<file path="config.mk">
export PLATFORM = sky130hd
export DESIGN_NAME = instr_fetch_seq
export DESIGN_NICKNAME = d
export VERILOG_FILES = /design/src/rtl/instr_fetch_pkg.sv /design/src/rtl/instr_fetch_seq_fifo2.sv /design/src/rtl/instr_fetch_seq.sv
export SDC_FILE = /design/constraint.sdc
export NUM_CORES = 1
export LEC_CHECK = 0
export CAP_MARGIN = 20
export CORE_ASPECT_RATIO = 1.1
export CORE_MARGIN = 1
export CORE_UTILIZATION = 60
export DETAILED_ROUTE_END_ITERATION = 6
export DONT_BUFFER_PORTS = 1
export PLACE_DENSITY = 0.75
export SETUP_SLACK_MARGIN = 0.15
export SKIP_LAST_GASP = 1
export SYNTH_ARGS = -nofsm -noshare
export SYNTH_HDL_FRONTEND = slang
export SYNTH_SLANG_ARGS = --single-unit
</file>
<file path="constraint.sdc">
create_clock -name clk -period 2.25 [get_ports clk]
set_input_delay 0.225 -clock clk [delete_from_list [all_inputs] [get_ports clk]]
set_output_delay 0.225 -clock clk [all_outputs]
set_load 0.05 [all_outputs]
</file>
<file path="src/rtl/instr_fetch_pkg.sv">
// Shared definitions for the instruction fetch sequencer.
//   state_t      : sequencer states IDLE / FETCH / DRAIN / DONE
//   DEF_ADDR_W   : default instruction memory address width
//   DEF_INSTR_W  : default instruction width ({opcode[2:0], imm[7:0]})
//   OPC_MSB/LSB  : opcode field position inside an instruction word
//   make_instr   : packs an opcode and an immediate into one instruction word
package instr_fetch_pkg;

  localparam int unsigned DEF_ADDR_W  = 6;
  localparam int unsigned DEF_INSTR_W = 11;

  localparam int unsigned OPC_MSB = 10;
  localparam int unsigned OPC_LSB = 8;

  typedef enum logic [1:0] {
    IDLE  = 2'd0,
    FETCH = 2'd1,
    DRAIN = 2'd2,
    DONE  = 2'd3
  } state_t;

  function automatic logic [DEF_INSTR_W-1:0] make_instr(input logic [2:0] opc,
                                                       input logic [7:0] imm);
    logic [DEF_INSTR_W-1:0] w;
    w                  = '0;
    w[OPC_MSB:OPC_LSB] = opc;
    w[OPC_LSB-1:0]     = imm;
    return w;
  endfunction

endpackage

</file>
<file path="src/rtl/instr_fetch_seq_fifo2.sv">
// fetch_fifo2: two-entry prefetch FIFO between instruction memory and decoder.
//   clk    in   clock, rising edge
//   rst    in   asynchronous reset, active-low
//   push   in   write wdata this cycle
//   pop    in   consume head this cycle
//   wdata  in   WIDTH-bit word to store
//   count  out  number of stored words (0..2)
//   head   out  oldest stored word (0 after reset)
// Push and pop together are accepted at every occupancy, including full.
module fetch_fifo2
  import instr_fetch_pkg::*;
#(
  parameter int unsigned WIDTH = DEF_INSTR_W
) (
  input  logic             clk,
  input  logic             rst,
  input  logic             push,
  input  logic             pop,
  input  logic [WIDTH-1:0] wdata,
  output logic [1:0]       count,
  output logic [WIDTH-1:0] head
);

  logic [WIDTH-1:0] slot0;
  logic [WIDTH-1:0] slot1;
  logic             rd_ptr;
  logic             wr_ptr;
  logic             do_pop;
  logic             do_push;

  assign do_pop  = pop && (count != 2'd0);
  // a full FIFO can still take a word when the head leaves in the same cycle
  assign do_push = push && ((count != 2'd2) || do_pop);
  assign head    = rd_ptr ? slot1 : slot0;

  always_ff @(posedge clk or negedge rst) begin
    if (!rst) begin
      slot0  <= '0;
      slot1  <= '0;
      rd_ptr <= 1'b0;
      wr_ptr <= 1'b0;
      count  <= 2'd0;
    end else begin
      if (do_push) begin
        if (wr_ptr) slot1 <= wdata;
        else        slot0 <= wdata;
        wr_ptr <= ~wr_ptr;
      end
      if (do_pop) rd_ptr <= ~rd_ptr;
      case ({do_push, do_pop})
        2'b10:   count <= count + 2'd1;
        2'b01:   count <= count - 2'd1;
        default: count <= count;
      endcase
    end
  end

endmodule

</file>
<file path="src/rtl/instr_fetch_seq.sv">
// instr_fetch_seq: fetch sequencer in front of the decoder/ALU datapath.
// Drives the instruction memory address/rw lines, loads programs while idle,
// and streams fetched words to execute through a 2-entry prefetch FIFO.
//   clk, rst              clock; asynchronous active-low reset
//   start, start_addr     begin fetching at start_addr (IDLE only)
//   halt                  stop issuing reads, drain, then finish (FETCH only)
//   load_en/addr/data     program-load write (IDLE only, beats start)
//   mem_rw/addr/wdata     memory controls (1 = read), combinational
//   mem_rdata             memory read data, valid one cycle after the address
//   instr_out/valid/ready FIFO head handshake to the decoder
//   pc_out                next address to be issued
//   busy                  sequencer not idle
//   done                  one-cycle pulse at the end of a run
// Build option: FETCH_LOOP_EN -- an issue at LAST_ADDR wraps pc to 0 and keeps
// fetching; only halt ends the run.
module instr_fetch_seq
  import instr_fetch_pkg::*;
#(
  parameter int unsigned ADDR_W    = DEF_ADDR_W,
  parameter int unsigned INSTR_W   = DEF_INSTR_W,
  parameter int unsigned LAST_ADDR = 63
) (
  input  logic               clk,
  input  logic               rst,
  input  logic               start,
  input  logic [ADDR_W-1:0]  start_addr,
  input  logic               halt,
  input  logic               load_en,
  input  logic [ADDR_W-1:0]  load_addr,
  input  logic [INSTR_W-1:0] load_data,
  output logic               mem_rw,
  output logic [ADDR_W-1:0]  mem_addr,
  output logic [INSTR_W-1:0] mem_wdata,
  input  logic [INSTR_W-1:0] mem_rdata,
  output logic [INSTR_W-1:0] instr_out,
  output logic               instr_valid,
  input  logic               instr_ready,
  output logic [ADDR_W-1:0]  pc_out,
  output logic               busy,
  output logic               done
);

  localparam logic [ADDR_W-1:0] LAST_PC = LAST_ADDR[ADDR_W-1:0];

  state_t            state;
  logic [ADDR_W-1:0] pc;
  logic              inflight;
  logic [1:0]        count;
  logic              pop;
  logic              issue;
  logic              at_last;

  assign instr_valid = (count != 2'd0);
  assign pop         = instr_valid && instr_ready;
  assign at_last     = (pc == LAST_PC);
  assign pc_out      = pc;

  // Credit check: stored words plus the read in flight, less the word leaving
  // now, must stay below the FIFO depth so a returning read always has a slot.
  assign issue = (state == FETCH) && !halt &&
                 (({1'b0, count} + {2'b00, inflight}) < (3'd2 + {2'b00, pop}));

  always_comb begin
    mem_rw    = 1'b1;
    mem_addr  = pc;
    mem_wdata = '0;
    if ((state == IDLE) && load_en) begin
      mem_rw    = 1'b0;
      mem_addr  = load_addr;
      mem_wdata = load_data;
    end
  end

  always_ff @(posedge clk or negedge rst) begin
    if (!rst) begin
      state    <= IDLE;
      pc       <= '0;
      inflight <= 1'b0;
      busy     <= 1'b0;
      done     <= 1'b0;
    end else begin
      inflight <= issue;
      done     <= 1'b0;
      case (state)
        IDLE: begin
          if (start && !load_en) begin
            pc    <= start_addr;
            state <= FETCH;
            busy  <= 1'b1;
          end
        end
        FETCH: begin
          if (halt) begin
            state <= DRAIN;
          end else if (issue) begin
`ifdef FETCH_LOOP_EN
            if (at_last) pc <= '0;
            else         pc <= pc + ADDR_W'(1);
`else
            pc <= pc + ADDR_W'(1);
            if (at_last) state <= DRAIN;
`endif
          end
        end
        DRAIN: begin
          // inflight==0 also means no push is due this cycle
          if ((count == 2'd0) && !inflight) begin
            state <= DONE;
            done  <= 1'b1;
          end
        end
        DONE: begin
          state <= IDLE;
          busy  <= 1'b0;
        end
        default: begin
          state <= IDLE;
          busy  <= 1'b0;
        end
      endcase
    end
  end

  fetch_fifo2 #(
    .WIDTH(INSTR_W)
  ) u_fifo (
    .clk  (clk),
    .rst  (rst),
    .push (inflight),
    .pop  (pop),
    .wdata(mem_rdata),
    .count(count),
    .head (instr_out)
  );

endmodule

</file>
# After elaboration in Yosys (flattened, before gate mapping)
# Cells that the tools add are included.
# W data, S select, Z words.
# totals
output_inout_bits	38
ff_bits	37
# classes
eq_ne	13
addsub	5
reduce_logical	23
n_lt_le_gt_ge	1
muxes	19
bitwise	2
# op_table
op	n
$mux W6	4
$mux W11	2
$pmux W6 S2	1
$mux W2	5
$logic_and A1 B1 Y1	8
$ne A2 B2 Y1 const B	4
$pmux W2 S4	1
$reduce_and A4 Y1	2
$reduce_bool A2 Y1	4
$add A6 B1 Y6 const B	1
$eq A2 B2 Y1 const B	3
$eq A6 B6 Y1 const B	1
$ne A3 B3 Y1 const B	2
$reduce_and A2 Y1	3
$eq A2 B1 Y1 const B	2
$logic_not A2 Y1	2
$mux W1	4
$pmux W2 S2	1
$add A2 B1 Y3	1
$add A2 B1 Y3 const A	1
$logic_not A1 Y1	3
$lt A3 B3 Y1	1
$add A2 B1 Y2 const B	1
$ne A2 B1 Y1 const B	1
other kinds (4)	5

# Logic depth before layout (Yosys ltp)
# depth
depth_word	8
depth_mapped	8

# By module
# Synthesis repeated with hierarchy kept, for this count alone.
# unflattened
hier_cells	199
area_unflattened_um2	2182.1
# by_module_without_submodules
module	cells_per_inst	n_inst	area_per_inst_um2
fetch_fifo2	92	1	1238.7
instr_fetch_seq	107	1	943.4

# Least setup slack after synthesis
# OpenSTA, ideal clock, no wires.
# synth_path
kind	reg2out
from	register state[0]
to	output port mem_addr[0]
slack_ns	0.240
path_stages_with_launch	6
n_path_buf	1
arrival_ns	1.785
path_cell_list	dfrtp_1 -> inv_1 -> ha_1 -> buf_2 -> nand2_1 -> mux2_2
# synth_via
elab_chain_len	3
# synth_lines
element	line	text
start, declared	instr_fetch_seq.sv:45	state_t state;
start signal, assigned	instr_fetch_seq.sv:76	state <= IDLE;
start signal, assigned	instr_fetch_seq.sv:88	state <= FETCH;
start signal, assigned	instr_fetch_seq.sv:94	state <= DRAIN;
$logic_not A2 Y1	instr_fetch_seq.sv:67	if ((state == IDLE) && load_en) begin
$logic_and A1 B1 Y1	instr_fetch_seq.sv:67	
$mux W6	instr_fetch_seq.sv:67	
end, declared	instr_fetch_seq.sv:32	output logic [ADDR_W-1:0] mem_addr,
# No other way between the ends.

# Worst setup path after layout
# layout_path
from	register state[0]
to	output port mem_wdata[4]
# layout_via
elab_chain_len	3
# layout_lines
element	line	text
$logic_not A2 Y1	instr_fetch_seq.sv:67	
$logic_and A1 B1 Y1	instr_fetch_seq.sv:67	
$mux W11	instr_fetch_seq.sv:67	
end, declared	instr_fetch_seq.sv:33	output logic [INSTR_W-1:0] mem_wdata,
# No other way between the ends.

==> results.json <==
{
  "gr-usage-met2_pct": 42.5,
  "busiest_layer": "met2",
  "dp_cells": 213,
  "final_net_count": 241,
  "async_flop_share_pct": 100,
  "hold_path.startpoint": "mem_rdata[7]",
  "holdWs_ps": 21.2,
  "syn_to_final_growth_pct": 12.7,
  "grt_max_degree": 38,
  "tightest_slew_ps": 614,
  "die_width_um": 58.0,
  "hold_violations": 0,
  "yosysTopAreaCellShare_pct": 44.7,
  "setup_viol": 0,
  "syn-cell-area_um2": 2070,
  "slew_headroom_pct": 59.0,
  "antenna_found_initial": 0,
  "cp-end-kind": "output pin",
  "diodes": 0,
  "clock_sinks": 37,
  "firstDrtPassIters": 6,
  "hpwl_um": 2990,
  "violations": "design-rule violations",
  "min_to": "u_fifo.slot1[7]",
  "cts.clk_slew.worst_paths_ps": 110,
  "hp-class": "in2reg",
  "viasPerCell": 6.14,
  "finalCriticalPeriod_ps": 2030,
  "rows": 22,
  "syn_nets": 225,
  "drv_cap": 0,
  "grt_pass1_wl_um": 6780,
  "cts_tree": "yes",
  "post_synth.cell_area_avg_um2": 11.7,
  "clock_skew_ps": 7.79,
  "wl_per_cell_um": 18.2,
  "worstPathMaxFanout": 13,
  "yosysUniqueCellTypes": 43,
  "grt_usage_pct": 24.1,
  "worstReg2RegStart": "u_fifo.count[0]",
  "reg2reg_depth": 6,
  "clk_path_buf_depth": 2,
  "drt_iter0_markers": 46,
  "fmax_ghz": 0.493,
  "htreeDepth": 2,
  "crit_arrival_ps": 1800,
  "setup_tns_ps": 0,
  "postRouteAntennaNets": 0,
  "yosys.area.top_type": "dfrtp_1",
  "post_cts_buffers": 0,
  "drive_above_1_share_pct": 35.1,
  "grt_overflow_total": 0,
  "criticalPathCategory": "reg2out",
  "drt_wl_total_um": 4190,
  "fin_ws_ps": 222,
  "cp-startpoint": "state[0]",
  "core_um2": 3300,
  "outcome": "complete, but fails checks",
  "worst_ep_required_time_ps": 2030,
  "dpl_worst_slack_ps": 301,
  "finalCritPeriodShare_pct": 90.1,
  "grtUsageMet3_pct": 6.37,
  "worstReg2RegEnd": "state[1]",
  "synth-main-ff-cell": "dfrtp_1",
  "hold_path_depth": 1,
  "drc": 3,
  "yosys_warnings": 0,
  "r2r_slack_ps": 280,
  "synthTopCellsByArea": "dfrtp_1 45%, mux2_2 15%, mux2_1 6.0%",
  "rsz0062_at_grt": "no",
  "synthCells": 177,
  "fp.dieH_um": 63.6,
  "synth_edf_count": 0,
  "initial_utilization_pct": 62.7,
  "boundaryPins": 78,
  "cts_buffers": 5,
  "vias": 1413,
  "gr-usage-met1_pct": 28.7,
  "grt_pass1_vias": 1490,
  "insertion_delay_ps": 340,
  "place_congestion": 0.807,
  "portBuffers": 0,
  "slew_viol_final": 0,
  "dieArea_um2": 3690,
  "cts_root_buf": "clkbuf_4",
  "instances_no_fill": 230,
  "yosys_register_bits": 37,
  "seq_area_frac_synth_pct": 44.7,
  "worstSetupStartpointType": "register"
}
-- cells in the mapped netlist, drive strengths merged (2+ instances only) --
| library cell | n |
|---|---|
| dfrtp | 37 |
| a221oi | 2 |
| a31oi | 2 |
| a21oi | 9 |
| o21ai | 4 |
| nor3 | 2 |
| o31ai | 2 |
| buf | 5 |
| o21a | 2 |
| nand3 | 4 |
| nor2 | 8 |
| nand2 | 6 |
| xnor2 | 5 |
| mux2 | 40 |
| and3 | 12 |
| clkbuf | 3 |
| nand2b | 4 |
| inv | 9 |
| or3 | 2 |
| ha | 8 |
-- kinds of logic after synthesis --
logic type	after synthesis	synth area share [%]
XOR/XNOR	5	2.11
flip-flops	37	44.7
multiplexers	41	22.4
buffers and inverters	17	3.86
AO/OA/AOI/OAI	25	9.78
AND/OR/NAND/NOR	44	12.3
adder cells (fa/ha/maj)	8	4.83
-- stage by stage --
step	area, um2	utilization [%]
floorplan	2070	-
global placement	2130	64.5
detailed placement	2130	64.5
CTS	2300	69.6
global route	2330	70.7
finish	2330	70.7
-- critical path, stage by stage, from the launching register on --
cell     delay, ps
dfrtp_1        440
inv_1          150
ha_4           220
buf_4          180
and3_1         480
-- cell usage in the layout, fill, tap and decap left out, drive strengths merged, types with 4 or more instances in the layout --
cell / netlist / routed
o21ai: 4 / 4
xnor2: 5 / 5
buf: 5 / 9
dlygate4sd3: 0 / 8
ha: 8 / 8
a21oi: 9 / 9
nand2: 6 / 6
nand3: 4 / 4
nor2: 8 / 8
dfrtp: 37 / 37
clkbuf: 3 / 6
inv: 9 / 9
and3: 12 / 12
mux2: 40 / 40
nand2b: 4 / 4
-- sequential cells by signal, indices dropped and copies added, names as in the netlist --
register,cells
u_fifo.slot1,11
state,2
inflight,1
u_fifo.wr_ptr,1
u_fifo.slot0,11
pc_out,6
done,1
busy,1
u_fifo.count,2
u_fifo.rd_ptr,1
-- cell type report --
class	count	area (um2)
fillers	237	968
repair buffers	17	160
well taps	36	45.0
clock buffers	6	41.3
multi-input cells	123	1120
inverters	9	33.8
flip-flops and latches	37	926
clock inverters	2	10.0
-- worst max-delay path by stage --
stage	to	slack, ps
after floorplan	mem_addr[0]	240
after global placement	state[1]	360
after detailed placement	pc_out[2]	300
after CTS	mem_addr[2]	150
after global routing	mem_wdata[10]	150
final	mem_wdata[4]	220
-- timing repair --
action,in CTS,in global routing
hold buffers,9,0
setup endpoints to repair,17,14
endpoints found under the hold margin,44,0
cloned,0,0
resized for setup,10,10
-- metal layers --
layer | part of all wire, % | vias up
met4 | 1.1 | 0
li1 | - | 669
met2 | 52 | 50
met3 | 6.3 | 6
met1 | 41 | 688
met5 | 0 | -
Power is not shown: default switching activity piles up to over one toggle a cycle in this logic, so the estimate is an artifact.
